--- config.mk ---
export PLATFORM = sky130hd
export DESIGN_NAME = run_step_ctrl
export DESIGN_NICKNAME = d
export VERILOG_FILES = /design/src/rtl/run_step_ctrl.sv
export SDC_FILE = /design/constraint.sdc
export NUM_CORES = 1
export LEC_CHECK = 0
export CORE_UTILIZATION = 63
export CTS_BUF_LIST = sky130_fd_sc_hd__clkbuf_4
export CTS_CLUSTER_SIZE = 16
export DETAILED_ROUTE_END_ITERATION = 16
export PLACE_DENSITY = 0.82
export RECOVER_POWER = 25
export SETUP_SLACK_MARGIN = 0.3
export SYNTH_ARGS = -nofsm -noshare
export SYNTH_HDL_FRONTEND = slang
export SYNTH_HIERARCHICAL = 1
export SYNTH_SLANG_ARGS = --single-unit
--- constraint.sdc ---
create_clock -name clk -period 2.7 [get_ports clk]
set_input_delay 0.54 -clock clk [delete_from_list [all_inputs] [get_ports clk]]
set_output_delay 0.54 -clock clk [all_outputs]
set_load 0.01 [all_outputs]
--- src/rtl/run_step_ctrl.sv ---
// Run/step execution controller: debounced push-buttons drive a PAUSE/RUN/STEP/SLOW
// mode FSM that gates the CPU core through work_ena.

module run_step_db #(
    parameter int DB_TICKS = 1_000_000
) (
    input  logic clk,
    input  logic rst_n,
    input  logic btn,
    output logic pulse
);
    localparam int CW = $clog2(DB_TICKS + 1);

    logic [1:0]    sync_ff;
    logic [CW-1:0] cnt;
    logic          stable;
    logic          stable_d;

    always_ff @(posedge clk or negedge rst_n) begin
        if (!rst_n) begin
            sync_ff  <= '0;
            cnt      <= '0;
            stable   <= 1'b0;
            stable_d <= 1'b0;
            pulse    <= 1'b0;
        end else begin
            sync_ff  <= {sync_ff[0], btn};
            stable_d <= stable;
            pulse    <= stable & ~stable_d;
            // The edge that would bring the count to DB_TICKS accepts the level instead.
            if (sync_ff[1] == stable) begin
                cnt <= '0;
            end else if (cnt == CW'(DB_TICKS - 1)) begin
                stable <= sync_ff[1];
                cnt    <= '0;
            end else begin
                cnt <= cnt + 1'b1;
            end
        end
    end
endmodule

module run_step_ctrl #(
    parameter int DB_TICKS = 1_000_000,
    parameter int SLOW_DIV = 50_000_000
) (
    input  logic        clk,
    input  logic        rst_n,
    input  logic        btnC,
    input  logic        btnU,
    input  logic        btnL,
    input  logic        btnR,
    input  logic        btnD,
    output logic        work_ena,
    output logic [1:0]  mode,
    output logic [4:0]  btn_pulse,
    output logic [1:0]  disp_sel,
    output logic [15:0] cycle_cnt
);
    localparam int NUM_BTN = 5;
    localparam int SW      = $clog2(SLOW_DIV);

    typedef enum logic [1:0] {
        PAUSE = 2'b00,
        RUN   = 2'b01,
        STEP  = 2'b10,
        SLOW  = 2'b11
    } mode_e;

    logic [NUM_BTN-1:0] btn_raw;
    mode_e              state_q, state_d;
    logic [SW-1:0]      slow_q, slow_d;
    logic               ena_d;
    logic [1:0]         disp_d;

    assign btn_raw = {btnD, btnR, btnL, btnU, btnC};
    assign mode    = state_q;

    run_step_db #(.DB_TICKS(DB_TICKS)) u_db [NUM_BTN-1:0] (
        .clk   (clk),
        .rst_n (rst_n),
        .btn   (btn_raw),
        .pulse (btn_pulse)
    );

    always_comb begin
        state_d = state_q;
        case (state_q)
            PAUSE: begin
                if (btn_pulse[0])      state_d = RUN;
                else if (btn_pulse[1]) state_d = SLOW;
                else if (btn_pulse[3]) state_d = STEP;
            end
            RUN: begin
                if (btn_pulse[0])      state_d = PAUSE;
                else if (btn_pulse[1]) state_d = SLOW;
            end
            SLOW: begin
                if (btn_pulse[0])      state_d = PAUSE;
                else if (btn_pulse[1]) state_d = RUN;
            end
            default: state_d = PAUSE;
        endcase

        // Entering SLOW restarts the divider; it only advances while staying in SLOW.
        slow_d = '0;
        if (state_d == SLOW && state_q == SLOW)
            slow_d = (slow_q == SW'(SLOW_DIV - 1)) ? '0 : slow_q + 1'b1;

        ena_d = (state_d == RUN) || (state_d == STEP) ||
                (state_d == SLOW && slow_d == SW'(SLOW_DIV - 1));

        disp_d = disp_sel;
        if (btn_pulse[4] && !btn_pulse[2])      disp_d = disp_sel + 2'd1;
        else if (btn_pulse[2] && !btn_pulse[4]) disp_d = disp_sel - 2'd1;
    end

    always_ff @(posedge clk or negedge rst_n) begin
        if (!rst_n) begin
            state_q   <= PAUSE;
            slow_q    <= '0;
            work_ena  <= 1'b0;
            disp_sel  <= '0;
            cycle_cnt <= '0;
        end else begin
            state_q  <= state_d;
            slow_q   <= slow_d;
            work_ena <= ena_d;
            disp_sel <= disp_d;
            if (work_ena) cycle_cnt <= cycle_cnt + 16'd1;
        end
    end
endmodule

# ---- Yosys cells after proc, flatten, opt, wreduce, memory -nomap -nowiden
# Index checks and enable logic that the tools add are counted.
dict set report op_classes {
  n_addsub 9
  eq_ne 17
  mux 22
  n_bitwise 15
  reduce_logical 15
}
# cell n
set ops {}
lappend ops {{20-bit two-way mux} 10}
lappend ops {{20-bit by 1-bit adder with 20-bit output, second input constant} 5}
lappend ops {{20-bit == test, second input constant} 5}
lappend ops {{26-bit == test, second input constant} 2}
lappend ops {{26-bit two-way mux} 2}
lappend ops {{26-bit by 1-bit adder with 26-bit output, second input constant} 1}
lappend ops {{2-bit two-way mux} 9}
lappend ops {{16-bit by 1-bit adder with 16-bit output, second input constant} 1}
lappend ops {{1-bit NOT} 10}
lappend ops {{2-bit AND reduction} 5}
lappend ops {{2-bit == test, second input constant} 3}
lappend ops {{2-bit case mux with 3 select lines} 1}
lappend ops {{1-bit bitwise AND} 5}
lappend ops {{1-bit == test} 5}
lappend ops {{2-bit by 1-bit == test with 1-bit output, second input constant} 2}
lappend ops {{1-bit logical AND} 4}
lappend ops {{2-bit by 1-bit adder with 2-bit output, second input constant} 1}
lappend ops {{1-bit zero test} 2}
lappend ops {{2-bit zero test} 1}
lappend ops {{1-bit logical OR} 2}
lappend ops {{2-bit nonzero test} 1}
lappend ops {{2-bit by 1-bit subtractor with 2-bit output, second input constant} 1}
dict set report totals {
  ff_bits 172
  out_inout_bits 26
  elab_cells 108
}

# ---- Depth between registers and ports, before layout
dict set report logic_depth {
  word_depth 10
  ltp_mapped 10
}

# ---- Cells and area by module
# The synthesis kept the hierarchy.
# mod instances cells_per_inst area_per_inst_um2
set modules_own_cells {}
lappend modules_own_cells {run_step_db 5 111 1171.1}
lappend modules_own_cells {run_step_ctrl 1 255 2492.4}

# ---- Worst setup path after synthesis
# No wires, ideal clock.
dict set report synth_timing {
  kind {reg-to-reg}
  start {register state_q[1] (netlist: mode[1])}
  end {register work_ena}
  setup_time_ns 0.066
  arrival_time_ns 2.027
  t_required_ns 2.634
  slack_ns 0.606
  path_stages_with_launch 9
  path_buffers 0
  synth_period_minus_slack_ns 2.094
  cell_sequence {dfrtp_1 or3_1 o21ai_0 ha_1 nand3_1 a21o_1 o21bai_1 a2111oi_2 a41o_1}
}
# element line
set synth_rtl {}
lappend synth_rtl {{start, declared} 71} ;# mode_e state_q, state_d;
lappend synth_rtl {{start signal, assigned} 126} ;# state_q <= state_d;
lappend synth_rtl {{2-bit == test, or another cell as far along} 88} ;# case (state_q)
lappend synth_rtl {{2-bit case mux with 3 select lines (*)} 88}
lappend synth_rtl {{via state_d[0]} 71}
lappend synth_rtl {{2-bit == test} {107, 111}}
lappend synth_rtl {{1-bit logical AND} 107} ;# if (state_d == SLOW && state_q == SLOW)
lappend synth_rtl {{26-bit two-way mux} 107}
lappend synth_rtl {{26-bit == test} 111} ;# (state_d == SLOW && slow_d == SW'(SLOW_DIV - 1));
lappend synth_rtl {{1-bit logical AND} 111}
lappend synth_rtl {{1-bit logical OR (*)} 110} ;# ena_d = (state_d == RUN) || (state_d == STEP) ||
lappend synth_rtl {{via ena_d} 73} ;# logic ena_d;
lappend synth_rtl {{end signal, assigned} 128} ;# work_ena <= ena_d;
lappend synth_rtl {{end, declared} 54} ;# output logic work_ena,
# Mark *: on every way through the listed nets, which the timed path passes. The rest lies on a longest branch.
# A chain may end at the register's enable or synchronous reset.

# ---- Worst setup path in the final report
dict set report layout_timing {
  start {register work_ena}
  end {output port work_ena}
}
# No word-level cell between the ends.

==> run summary <==
Critical R2R Launch: slow_q[16]$_DFF_PN0_
initial antenna violation count: 0
Final Power: 4.27 mW
synth top area cells: dfrtp_1 52%, xnor2_1 8.0%, nor2_1 6.0%, xor2_1 4.5%, nand3_1 2.9%
quantity of I/O buffers inserted on ports: 32
count leader, synth: dfrtp_1
hpwl dp: 11,100 um
Worst Skew: 0.0207 ns
most instantiated cells after synthesis: 172 x dfrtp_1, 134 x nor2_1, 76 x xnor2_1, 50 x nand2_1, 48 x nand3_1
IO Pins: 33
placed instance area: 0.00887 sq mm
Synth Register Bits: 172
Worst Path Buf+Inv: 1
Final Wtd Congestion: 0.851
Worst VDD drop: 0.462 mV
post-synthesis sequential area ratio: 51.6%
critical path's top delay family: buffers and inverters
slowest library cell on the worst path: clkdlybuf4s50_1
r2r worst-path depth: 6
die span in x: 117 um
Sw Share: 23.0%
max_slew headroom: 12.6%
first drt pass iteration count: 7
CTS tree: done
Combinational Power Share: 2.9%
WP data arrival: 1.70 ns
RSZ-0062 raised after global routing: no
Worst Hold End: u_db[3]/sync_ff[1]$_DFF_PN0_
Synth top area share: 51.6%
Worst Path Required: 2.16 ns
Rows: 41
Storage cell area: 0.00430 sq mm
Antenna Nets Post-Route: 0
share of power burned in registers: 61.5%
Antenna Cells: 0
Max Cap Viol: 0
DRT iter0 DRCs: 535
Post-synth EDFFs: 0
Num CTS Buffers: 17
full die area: 0.0137 sq mm
status: finished clean
critical path cell sequence: clkdlybuf4s50_1
setup tns final: 0 ns
CP max FO: 7
Async SR Flop Fraction: 100%
post-route cell area: 0.00920 sq mm
H-tree levels: 4
synth unique cells: 50
multi-input logic area: 0.00390 sq mm
via count: 6,140
part of the power in the clock network: 35.5%
DRC violations left: 0
crit share post-route: 83.0%
hold path depth: 0
Congestion Overflow GR: 0
post-DR vias/cell: 5.91
layout cell share with drive strength beyond 1: 8.42%
nets: 871
Final Hold Violating Endpoints: 0
Least-Margin Pin Slew: 1.31 ns
Routed WL per cell: 15.1 um
final wirelength: 15,700 um
Hold Crit Class: reg -> reg
vias in the first global route: 5,912
initial core utilization: 65.4%
GRT Total Usage: 25.1%
Synth Cell Area: 0.00835 sq mm
Clock transition at path regs: 0.14 ns
Synth Warn #: 6
CP Capture Type: output pin
worst skew pair latency: 0.57 ns
Slew Limit Fails: 0
CTS sink count: 172
hold_sp: u_db[3]/sync_ff[0]$_DFF_PN0_
syn nets: 826
worst reg2reg setup slack: 0.49 ns
ys flop type: dfrtp_1
largest net degree at the start of global routing: 53
cell internal pwr: 3.29 mW
first-pass GRT wire length: 26,700 um
area leader, netlist: dfrtp_1
Setup-failing EPs final: 0
Die Y: 117 um
Fmax achieved: 446 MHz
RR Endpoint: work_ena$_DFF_PN0_
clock period minus worst slack: 2.24 ns
clock root buffer: clkbuf_4
Clock Path Buffers: 2
Core Box Area: 0.0128 sq mm
Largest stage delay, worst path: 0.59 ns
Area growth, synth to finish: 10.2%
Psw: 0.983 mW
synthesized area per cell: 10.3 sq um
P_leak: 3.79 nW
Filler cells: 903
critical path class: reg -> out
pwr/cell area: 464 mW/mm^2
Startpoint Class: flip-flop
cells after synthesis: 810
layout by cell type, fill, tap and decap left out, types with 13 or more instances in the layout:
master / instances
a21oi_1: 14
and3_1: 13
and4_1: 13
clkbuf_4: 19
clkdlybuf4s50_1: 26
dfrtp_1: 172
inv_1: 26
nand2_1: 50
nand3_1: 47
nand4_1: 23
nor2_1: 134
nor3_1: 32
nor4_1: 24
o21ai_0: 17
or3_1: 14
xnor2_1: 76
xor2_1: 43
power groups by stage:
stage | Clock, mW | Combinational (mW) | Sequential (mW)
detailed placement | 0 | 0.131 | 2.68
global route | 1.66 | 0.147 | 2.63
global placement | 0 | 0.124 | 2.67
CTS | 1.56 | 0.133 | 2.63
finish | 1.52 | 0.125 | 2.63
floorplan | 0 | 0.0520 | 2.67
sequential cells by signal (all words and copies together) (netlist names):
register / count
u_db/stable: 5
u_db/stable_d: 5
u_db/sync_ff: 10
cycle_cnt: 16
slow_q: 26
u_db/pulse: 5
work_ena: 1
mode: 2
u_db/cnt: 100
disp_sel: 2
cell type report:
| class | instances | share of cell area [%] |
|---|---|---|
| timing repair buffer | 38 | 4.22 |
| inverter | 26 | 1.06 |
| tap | 172 | 2.34 |
| multi-input combinational | 600 | 42.4 |
| sequential | 172 | 46.8 |
| clock inverter | 12 | 1.61 |
| clock buffer | 19 | 1.55 |
layer usage:
metal,GRT usage (%),share of wire [%]
met4,10.6,2.0
met3,4.94,4.1
met2,41.7,48
met5,0,0
met1,32.2,46
cells by family (layout without fill, tap and decap cells):
group | Yosys count | after routing | synth area share (%)
muxes | 16 | 16 | 2.01
xor gates and xnor gates | 119 | 119 | 12.5
and+or+nand+nor | 410 | 410 | 27.2
adders and majority gates | 9 | 9 | 1.35
AOI/OAI and AO/OA | 46 | 46 | 3.42
DFF | 172 | 172 | 51.6
buffers and inverters | 38 | 95 | 1.96
per-stage QoR:
step / instances / setup WS, ns / util, % / hold WS (ns)
after global placement: 1006 / 0.446 / 69.5 / 0.334
after global routing: 1039 / 0.324 / 72.0 / 0.383
after detailed placement: 1006 / 0.345 / 69.5 / 0.337
after CTS: 1038 / 0.318 / 71.8 / 0.358
final: 1039 / 0.460 / 72.0 / 0.368
after floorplan: 810 / 0.606 / - / 0.244
worst max-delay path by stage:
stage               slack [ns]                 end  cells after the start                from
floorplan                 0.61  work_ena$_DFF_PN0_                      8   mode[1]$_DFF_PN0_
detailed placement        0.34  work_ena$_DFF_PN0_                      8   mode[1]$_DFF_PN0_
CTS                       0.32  work_ena$_DFF_PN0_                      8   mode[1]$_DFF_PN0_
global placement          0.45  work_ena$_DFF_PN0_                      8   mode[1]$_DFF_PN0_
finish                    0.46            work_ena                      1  work_ena$_DFF_PN0_
global route              0.32  work_ena$_DFF_PN0_                     10   mode[0]$_DFF_PN0_
timing repair:
action	in CTS	in global routing
resized for setup	0	6
endpoints found under the hold margin	47	0
buffers inserted	0	1
hold buffers	1	0
setup endpoints to repair	0	1
No activity file was read; power rests on OpenSTA's default activity.
